--- src/rtl/window_fifo.sv ---
// Circular word buffer between the pixel/weight source and the MAC array.
// Storage is addressed by wrap-around pointers and drains through a registered prefetch stage.
module window_fifo #(
  parameter int unsigned BufferWidth = 2,
  parameter int unsigned DataWidth   = 8
) (
  input  logic                   clk,
  input  logic                   aclr_n,
  input  logic                   sclr,
  input  logic                   in_valid,
  input  logic [DataWidth-1:0]   in_data,
  output logic                   in_ready,
  output logic                   out_valid,
  output logic [DataWidth-1:0]   out_data,
  input  logic                   out_ready,
  output logic [BufferWidth:0]   count,
  output logic                   full,
  output logic                   empty
);

  localparam int unsigned Depth = 2 ** BufferWidth;
  localparam int unsigned CntW  = BufferWidth + 1;

  logic [DataWidth-1:0]   mem_q [Depth];
  logic [BufferWidth-1:0] wr_ptr_q, wr_ptr_d;
  logic [BufferWidth-1:0] rd_ptr_q, rd_ptr_d;
  logic [CntW-1:0]        count_q, count_d;
  logic                   out_valid_q, out_valid_d;
  logic [DataWidth-1:0]   out_data_q, out_data_d;
  logic                   push, load;

  // Status decodes come from registered state only, so no in->out combinational path.
  assign full      = (count_q == CntW'(Depth));
  assign empty     = (count_q == '0) && !out_valid_q;
  assign in_ready  = !full;
  assign count     = count_q;
  assign out_valid = out_valid_q;
  assign out_data  = out_data_q;

  assign push = in_valid && !full;
  assign load = (count_q != '0) && (!out_valid_q || out_ready);

  always_comb begin
    wr_ptr_d    = wr_ptr_q;
    rd_ptr_d    = rd_ptr_q;
    count_d     = count_q;
    out_valid_d = out_valid_q;
    out_data_d  = out_data_q;
    if (sclr) begin
      wr_ptr_d    = '0;
      rd_ptr_d    = '0;
      count_d     = '0;
      out_valid_d = 1'b0;
      out_data_d  = '0;
    end else begin
      if (push) begin
        wr_ptr_d = wr_ptr_q + BufferWidth'(1);
      end
      if (load) begin
        rd_ptr_d    = rd_ptr_q + BufferWidth'(1);
        out_data_d  = mem_q[rd_ptr_q];
        out_valid_d = 1'b1;
      end else if (out_valid_q && out_ready) begin
        out_valid_d = 1'b0;
      end
      count_d = count_q + CntW'(push) - CntW'(load);
    end
  end

  always_ff @(posedge clk or negedge aclr_n) begin
    if (!aclr_n) begin
      wr_ptr_q    <= '0;
      rd_ptr_q    <= '0;
      count_q     <= '0;
      out_valid_q <= 1'b0;
      out_data_q  <= '0;
    end else begin
      wr_ptr_q    <= wr_ptr_d;
      rd_ptr_q    <= rd_ptr_d;
      count_q     <= count_d;
      out_valid_q <= out_valid_d;
      out_data_q  <= out_data_d;
    end
  end

  // Storage is deliberately left out of both resets.
  always_ff @(posedge clk) begin
    if (push && !sclr) begin
      mem_q[wr_ptr_q] <= in_data;
    end
  end

endmodule

--- config.mk ---
export PLATFORM = sky130hd
export DESIGN_NAME = window_fifo
export DESIGN_NICKNAME = d
export VERILOG_FILES = /design/src/rtl/window_fifo.sv
export SDC_FILE = /design/constraint.sdc
export NUM_CORES = 1
export LEC_CHECK = 0
export BUFFER_PORTS_ARGS = -buffer_cell sky130_fd_sc_hd__buf_2
export CAP_MARGIN = 40
export CORE_ASPECT_RATIO = 0.9
export CORE_MARGIN = 5
export CORE_UTILIZATION = 56
export DETAILED_ROUTE_END_ITERATION = 16
export PLACE_DENSITY = 0.78
export SLEW_MARGIN = 20
export SYNTH_ARGS = -nofsm -noshare
export SYNTH_HDL_FRONTEND = slang
export SYNTH_SLANG_ARGS = --single-unit
--- constraint.sdc ---
create_clock -name clk -period 2.15 [get_ports clk]
set_input_delay 0 -clock clk [delete_from_list [all_inputs] [get_ports clk]]
set_output_delay 0 -clock clk [all_outputs]
set_load 0.1 [all_outputs]
==> flow_metrics.py, run 1 <==
metrics = {
    "placed_design": {
        "io_buffer_count": 27,
        "detailedPlace.worstSlack_ps": 97.9,
        "hpwl_um": 2530,
        "routability_cong": 0.746,
    },
    "power_and_ir_drop": {
        "overall_power_w": 0.00368,
        "cellPowerDensity_nw_per_um2": 1500,
        "power.ir.vdd_worst_uv": 679,
        "cellLeakagePower_nw": 0.952,
    },
    "cts": {
        "clock_path_buffers": 2,
        "cts_root_buffer": "sky130_fd_sc_hd__clkbuf_8",
        "postCtsResizedCells": 0,
        "clkSinkCount": 48,
        "cts_post_setup_buffers_inserted": 0,
        "worstSkewPairLatency_ps": 300,
        "number_of_buffers_created_by_cts": 5,
        "htreeDepth": 2,
        "clk_transition_reported_paths_ps": 90,
        "clock_tree_from_tritoncts": "yes",
        "post_cts_hold_buffer_count": 10,
    },
    "synth": {
        "flip_flop_and_latch_count_after_synthesis": 48,
        "synth_area_per_cell_sq_um": 15.0,
        "post_synth_num_cell_types": 27,
        "seq_area_frac_synth": 0.677,
        "synth.net_count": 153,
        "count_of_warnings_emitted_by_yosys": 0,
        "synth.cell_area_sq_um": 2010,
        "post_synth_inst_count": 134,
        "share_of_the_synthesized_area_in_the_top_cell_type": 0.478,
        "synth_top_area_cell": "sky130_fd_sc_hd__edfxtp_1",
        "netlist_top_cells_area": "sky130_fd_sc_hd__edfxtp_1, sky130_fd_sc_hd__dfrtp_1, sky130_fd_sc_hd__mux4_2",
    },
    "floorplanning": {
        "die_area_sq_um": 4890,
        "floorplan_die_height_um": 66.9,
        "die_width_um": 73.2,
        "initial_core_util": 0.587,
        "top_level_ports": 28,
        "fp.coreArea_sq_um": 3430,
        "row_count": 20,
    },
    "setup_path": {
        "worst_setup_path_end_kind": "flop",
        "r2r_slack_ps": 80,
        "path_class": "reg -> reg",
        "path_max_fanout": 6,
        "type_of_origin_of_the_critical_path": "flop",
        "crit_required_ps": 2340,
        "critical_path_arrival_ps": 2250,
    },
    "layout": {
        "final_layout_size_suffix_gt1_frac": 0.349,
        "layout_common_cells": "sky130_fd_sc_hd__edfxtp_1, sky130_fd_sc_hd__buf_2, sky130_fd_sc_hd__a21oi_1, sky130_fd_sc_hd__dfrtp_1, sky130_fd_sc_hd__o21ai_0",
        "final_common_cell": "sky130_fd_sc_hd__edfxtp_1",
        "diode_count": 0,
        "final_nets": 190,
        "filler_cell_count": 214,
        "synthToLayoutAreaGrowth_pct": 21.7,
        "final_core_utilization": 0.714,
    },
    "run_status": {
        "run_status": "complete, no violations",
    },
    "timing": {
        "setup_viol": 0,
        "max_freq_mhz": 484,
        "report.final.slew_viol_count": 0,
        "layout_min_cycle_time_ps": 2070,
        "worst_clock_skew_ps": 8.59,
        "slew_headroom": 0.565,
        "timing.final.crit_share": 0.961,
        "finalWorstSetupSlack_ps": 84.6,
        "timing.final.hold_violations": 0,
        "fin_setup_tns_ps": 0,
        "slew_worst_pin_ps": 653,
        "grt_setup_unrepaired": "no",
    },
    "grt": {
        "grt_max_degree": 19,
        "groute.usage.overall": 0.180,
        "grt_overflow": 0,
        "first_pass_grt_wire_length_um": 6290,
        "grt_antenna_before_repair": 0,
        "first_global_vias": 1338,
    },
    "routing": {
        "post_drt_via_cell_ratio": 5.65,
        "drt-total-wl_um": 3840,
        "drc_errors": 0,
        "dr_wl_cell_um": 17.8,
        "ant_nets": 0,
        "detail_route.first_pass.iterations": 4,
        "drt-initial-drc-count": 88,
        "route.vias.total": 1221,
    },
    "hold_path": {
        "worst_hold_path_type": "in -> reg",
    },
    "flow_run": {
        "cap_viol_max_count": 0,
    },
}
kinds of logic after synthesis:
kind of cell,Yosys count,share of synthesized area
AOI/OAI and AO/OA,25,0.0690
xor gates and xnor gates,3,0.0131
adders and majority gates,6,0.0410
buffers and inverters,15,0.0342
DFF,48,0.677
muxes,8,0.0896
and+or+nand+nor,29,0.0765
worst max-delay path: stages (launching register included):
cell and delay (ps):
sky130_fd_sc_hd__dfrtp_4 530, sky130_fd_sc_hd__or3b_4 450, sky130_fd_sc_hd__nand2_4 90, sky130_fd_sc_hd__xnor2_2 110, sky130_fd_sc_hd__ha_2 170, sky130_fd_sc_hd__inv_1 40, sky130_fd_sc_hd__fa_2 520, sky130_fd_sc_hd__nor2_1 40
cell type report:
class / count / area [sq um] / share of cell area
inverter: 6 / 25.0 / 0.0102
tap: 44 / 55.1 / 0.0225
multi-input combinational: 71 / 612 / 0.250
sequential: 48 / 1370 / 0.561
clock buffer: 6 / 72.6 / 0.0296
timing repair buffer: 39 / 250 / 0.102
clock inverter: 2 / 60.1 / 0.0245
where the power goes:
| group | internal, W | switching, W | total (W) |
|---|---|---|---|
| combinational | 0.000432 | 0.00120 | 0.00163 |
| sequential | 0.00114 | 0.000156 | 0.00129 |
| clock | 0.000465 | 0.000294 | 0.000759 |
metal layers:
| layer | wire (um) | track usage |
|---|---|---|
| met5 | 0 | 0 |
| met4 | 34 | 0.0438 |
| met3 | 245 | 0.0558 |
| met2 | 2030 | 0.324 |
| met1 | 1530 | 0.207 |
per-stage QoR:
stage | cell area [sq um] | hold slack (ps) | std cells
floorplan | 2070 | -296 | 134
global placement | 2220 | -70.3 | 198
detailed placement | 2220 | -55.7 | 198
CTS | 2450 | 83.9 | 216
global route | 2450 | 111 | 216
finish | 2450 | 89.8 | 216
state kept, by name, indices dropped and copies added (netlist names):
| register | cells |
|---|---|
| count | 3 |
| wr_ptr_q | 2 |
| mem_q | 32 |
| out_data | 8 |
| rd_ptr_q | 2 |
| out_valid | 1 |
path summary, 6_finish.rpt:
kind                                         start                       to  cells after the start
max in group asynchronous                   aclr_n       count[1]$_DFF_PN0_                      2
setup / recovery                count[1]$_DFF_PN0_       count[1]$_DFF_PN0_                      7
min in group asynchronous                   aclr_n  rd_ptr_q[0]$_DFFE_PN0P_                      2
hold / removal                                sclr       count[1]$_DFF_PN0_                      2
hold reg to reg            out_data[0]$_DFFE_PN0P_  out_data[0]$_DFFE_PN0P_                      2
setup reg to reg                count[1]$_DFF_PN0_       count[1]$_DFF_PN0_                      7
cells in the mapped netlist (all sizes together):
cell    instances
a21oi          12
a311oi          1
a31o            1
and2            5
buf             5
clkbuf          4
dfrtp          16
edfxtp         32
fa              1
ha              5
inv             6
mux4            8
nand2           1
nand2b          1
nand3          10
nor2            5
nor2b           2
nor3            2
o21ai          11
or3             2
or3b            1
xnor2           2
xor2            1
Power figures use the tool's default switching activity.
==> run 2, diff against run 1 <==
==> constraint.sdc (replaced) <==
create_clock -name clk -period 2 [get_ports clk]
set_input_delay 0 -clock clk [delete_from_list [all_inputs] [get_ports clk]]
set_output_delay 0 -clock clk [all_outputs]
set_load 0.1 [all_outputs]
==> run 2 against run 1 <==
Compared with the run above: the run now ends with setup timing left; global-route usage barely moved; critical path depth did not move; first-iteration DRC count rose by 68%; sequential share of layout area fell by 0.31 points; clock-buffer cell count did not move; core utilization rose by 0.40 points; routed wire length fell by 1.3%; flip-flop and latch count did not move; clock skew fell by 6.2 ps; register-to-register slack got worse by 90 ps; critical endpoint unchanged; largest cell class unchanged.
==> flow_metrics.py, run 2 (synthesis gave the netlist of run 1 again) <==
metrics = {
    "setup_path": {
        "regToRegEndpoint": "count[1]$_DFF_PN0_",
        "worst_setup_path_end_kind": "flop",
        "rr_startpoint": "count[1]$_DFF_PN0_",
        "path_class": "reg -> reg",
        "path_max_fanout": 4,
        "worst_setup_path_startpoint": "count[1]$_DFF_PN0_",
        "critical_path_arrival_ps": 2180,
        "crit_required_ps": 2170,
        "r2r_slack_ps": -10,
        "worst_r2r_path_depth": 7,
        "type_of_origin_of_the_critical_path": "flop",
    },
    "grt": {
        "grt_antenna_before_repair": 0,
        "first_pass_grt_wire_length_um": 6310,
        "grt_max_degree": 19,
        "grt_overflow": 0,
        "groute.usage.overall": 0.179,
        "first_global_vias": 1301,
    },
    "cts": {
        "htreeDepth": 2,
        "clkSinkCount": 48,
        "cts_root_buffer": "sky130_fd_sc_hd__clkbuf_8",
        "worstSkewPairLatency_ps": 300,
        "cts_post_setup_buffers_inserted": 0,
        "clock_tree_from_tritoncts": "yes",
        "clk_transition_reported_paths_ps": 80,
        "clock_path_buffers": 2,
        "number_of_buffers_created_by_cts": 5,
    },
    "power_and_ir_drop": {
        "power.ir.vdd_worst_uv": 632,
        "cellPowerDensity_nw_per_um2": 1600,
        "cellLeakagePower_nw": 0.959,
    },
    "timing": {
        "finalHoldWorstSlack_ps": 27.3,
        "grt_setup_unrepaired": "yes",
        "timing.final.crit_share": 1.01,
        "setup_viol": 1,
        "timing.final.hold_violations": 0,
        "report.final.slew_viol_count": 0,
        "finalWorstSetupSlack_ps": -10.1,
        "slew_worst_pin_ps": 637,
        "layout_min_cycle_time_ps": 2010,
        "slew_headroom": 0.575,
        "worst_clock_skew_ps": 2.40,
        "max_freq_mhz": 497,
    },
    "routing": {
        "route.vias.total": 1237,
        "post_drt_via_cell_ratio": 5.70,
        "drt-initial-drc-count": 148,
        "drt-total-wl_um": 3790,
        "ant_nets": 0,
        "detail_route.first_pass.iterations": 4,
        "drc_errors": 0,
        "dr_wl_cell_um": 17.5,
    },
    "floorplanning": {
        "initial_core_util": 0.587,
        "floorplan_die_height_um": 66.9,
        "fp.coreArea_sq_um": 3430,
        "die_area_sq_um": 4890,
        "die_width_um": 73.2,
        "row_count": 20,
        "top_level_ports": 28,
    },
    "run_status": {
        "run_status": "finished with violations",
        "failed_checks": "setup timing",
    },
    "flow_run": {
        "cap_viol_max_count": 0,
    },
    "layout": {
        "final_common_cell": "sky130_fd_sc_hd__edfxtp_1",
        "final_nets": 191,
        "regMostFlops": "mem_q",
        "synthToLayoutAreaGrowth_pct": 22.4,
        "diode_count": 0,
        "largest_register_ffs": 32,
        "layout_common_cells": "sky130_fd_sc_hd__edfxtp_1, sky130_fd_sc_hd__buf_2, sky130_fd_sc_hd__a21oi_1, sky130_fd_sc_hd__dfrtp_1, sky130_fd_sc_hd__o21ai_0",
        "layout.cell_area.non_filler_sq_um": 2460,
        "final_layout_size_suffix_gt1_frac": 0.376,
    },
    "placed_design": {
        "io_buffer_count": 27,
        "hpwl_um": 2630,
        "dpl_cell_area_sq_um": 2250,
        "routability_cong": 0.736,
    },
    "hold_path": {
        "holdPathStages": 3,
        "whs_endpoint": "wr_ptr_q[1]$_DFFE_PN0P_",
        "holdCritStartpoint": "in_valid",
        "worst_hold_path_type": "in -> reg",
    },
}
[run 2: cell count changes in the layout (fill, tap and decap cells not counted), sizes merged]
cell and delta:
buf +2, dlygate4sd3 -1, bufinv -1, clkinv +1
[run 2: repair_timing]
item,4_1_cts,5_1_grt
resized for setup,1,3
pin swaps,4,0
hold endpoints to repair,48,0
hold buffers,9,0
setup endpoints to repair,2,35
[run 2: per-layer routing]
layer / share of wire / vias up / global-route usage / routed length [um]
li1: - / 567 / - / -
met1: 0.39 / 618 / 0.211 / 1480
met2: 0.52 / 45 / 0.308 / 1980
met3: 0.071 / 7 / 0.0468 / 268
met4: 0.015 / 0 / 0.0783 / 57
met5: 0 / - / 0 / 0
[run 2: layout make-up]
type | count | area, sq um
fill | 221 | 966
timing repair buffer | 40 | 270
sequential | 48 | 1370
clock inverter | 2 | 35.0
inverter | 6 | 30.0
tap | 44 | 55.1
multi-input combinational | 71 | 626
clock buffer | 6 | 72.6
[run 2: worst max path at each step]
stage,to,slack (ps),cells past startpoint
floorplan,count[1]$_DFF_PN0_,-300,8
finish,count[1]$_DFF_PN0_,-10,7
CTS,count[1]$_DFF_PN0_,-30,7
global route,count[2]$_DFF_PN0_,-80,8
detailed placement,count[1]$_DFF_PN0_,-20,7
global placement,count[1]$_DFF_PN0_,50,7
[run 2: critical path, stage by stage, from the launching register on]
cell	delay, ps
sky130_fd_sc_hd__dfrtp_4	490
sky130_fd_sc_hd__or3b_4	430
sky130_fd_sc_hd__nand2_4	90
sky130_fd_sc_hd__xnor2_2	100
sky130_fd_sc_hd__ha_2	190
sky130_fd_sc_hd__inv_2	40
sky130_fd_sc_hd__fa_2	510
sky130_fd_sc_hd__nor2_1	40
[run 2: power by group]
part | leakage, nW | internal [W] | switching (W)
Sequential | 0.497 | 0.00122 | 0.000162
Combinational | 0.408 | 0.000560 | 0.00133
Clock | 0.0552 | 0.000371 | 0.000301
[run 2: metrics by stage]
stage / util / instances / setup WS [ps] / power [W] / TNS, ps
final: 0.718 / 217 / -10.1 / 0.00395 / -10.1
after floorplan: - / 134 / -296 / 0.00291 / -683
after CTS: 0.714 / 217 / -34.9 / 0.00393 / -61.4
after global placement: 0.657 / 200 / 54.4 / 0.00318 / 0
after global routing: 0.718 / 217 / -84.2 / 0.00413 / -1460
after detailed placement: 0.657 / 200 / -24.9 / 0.00325 / -44.1
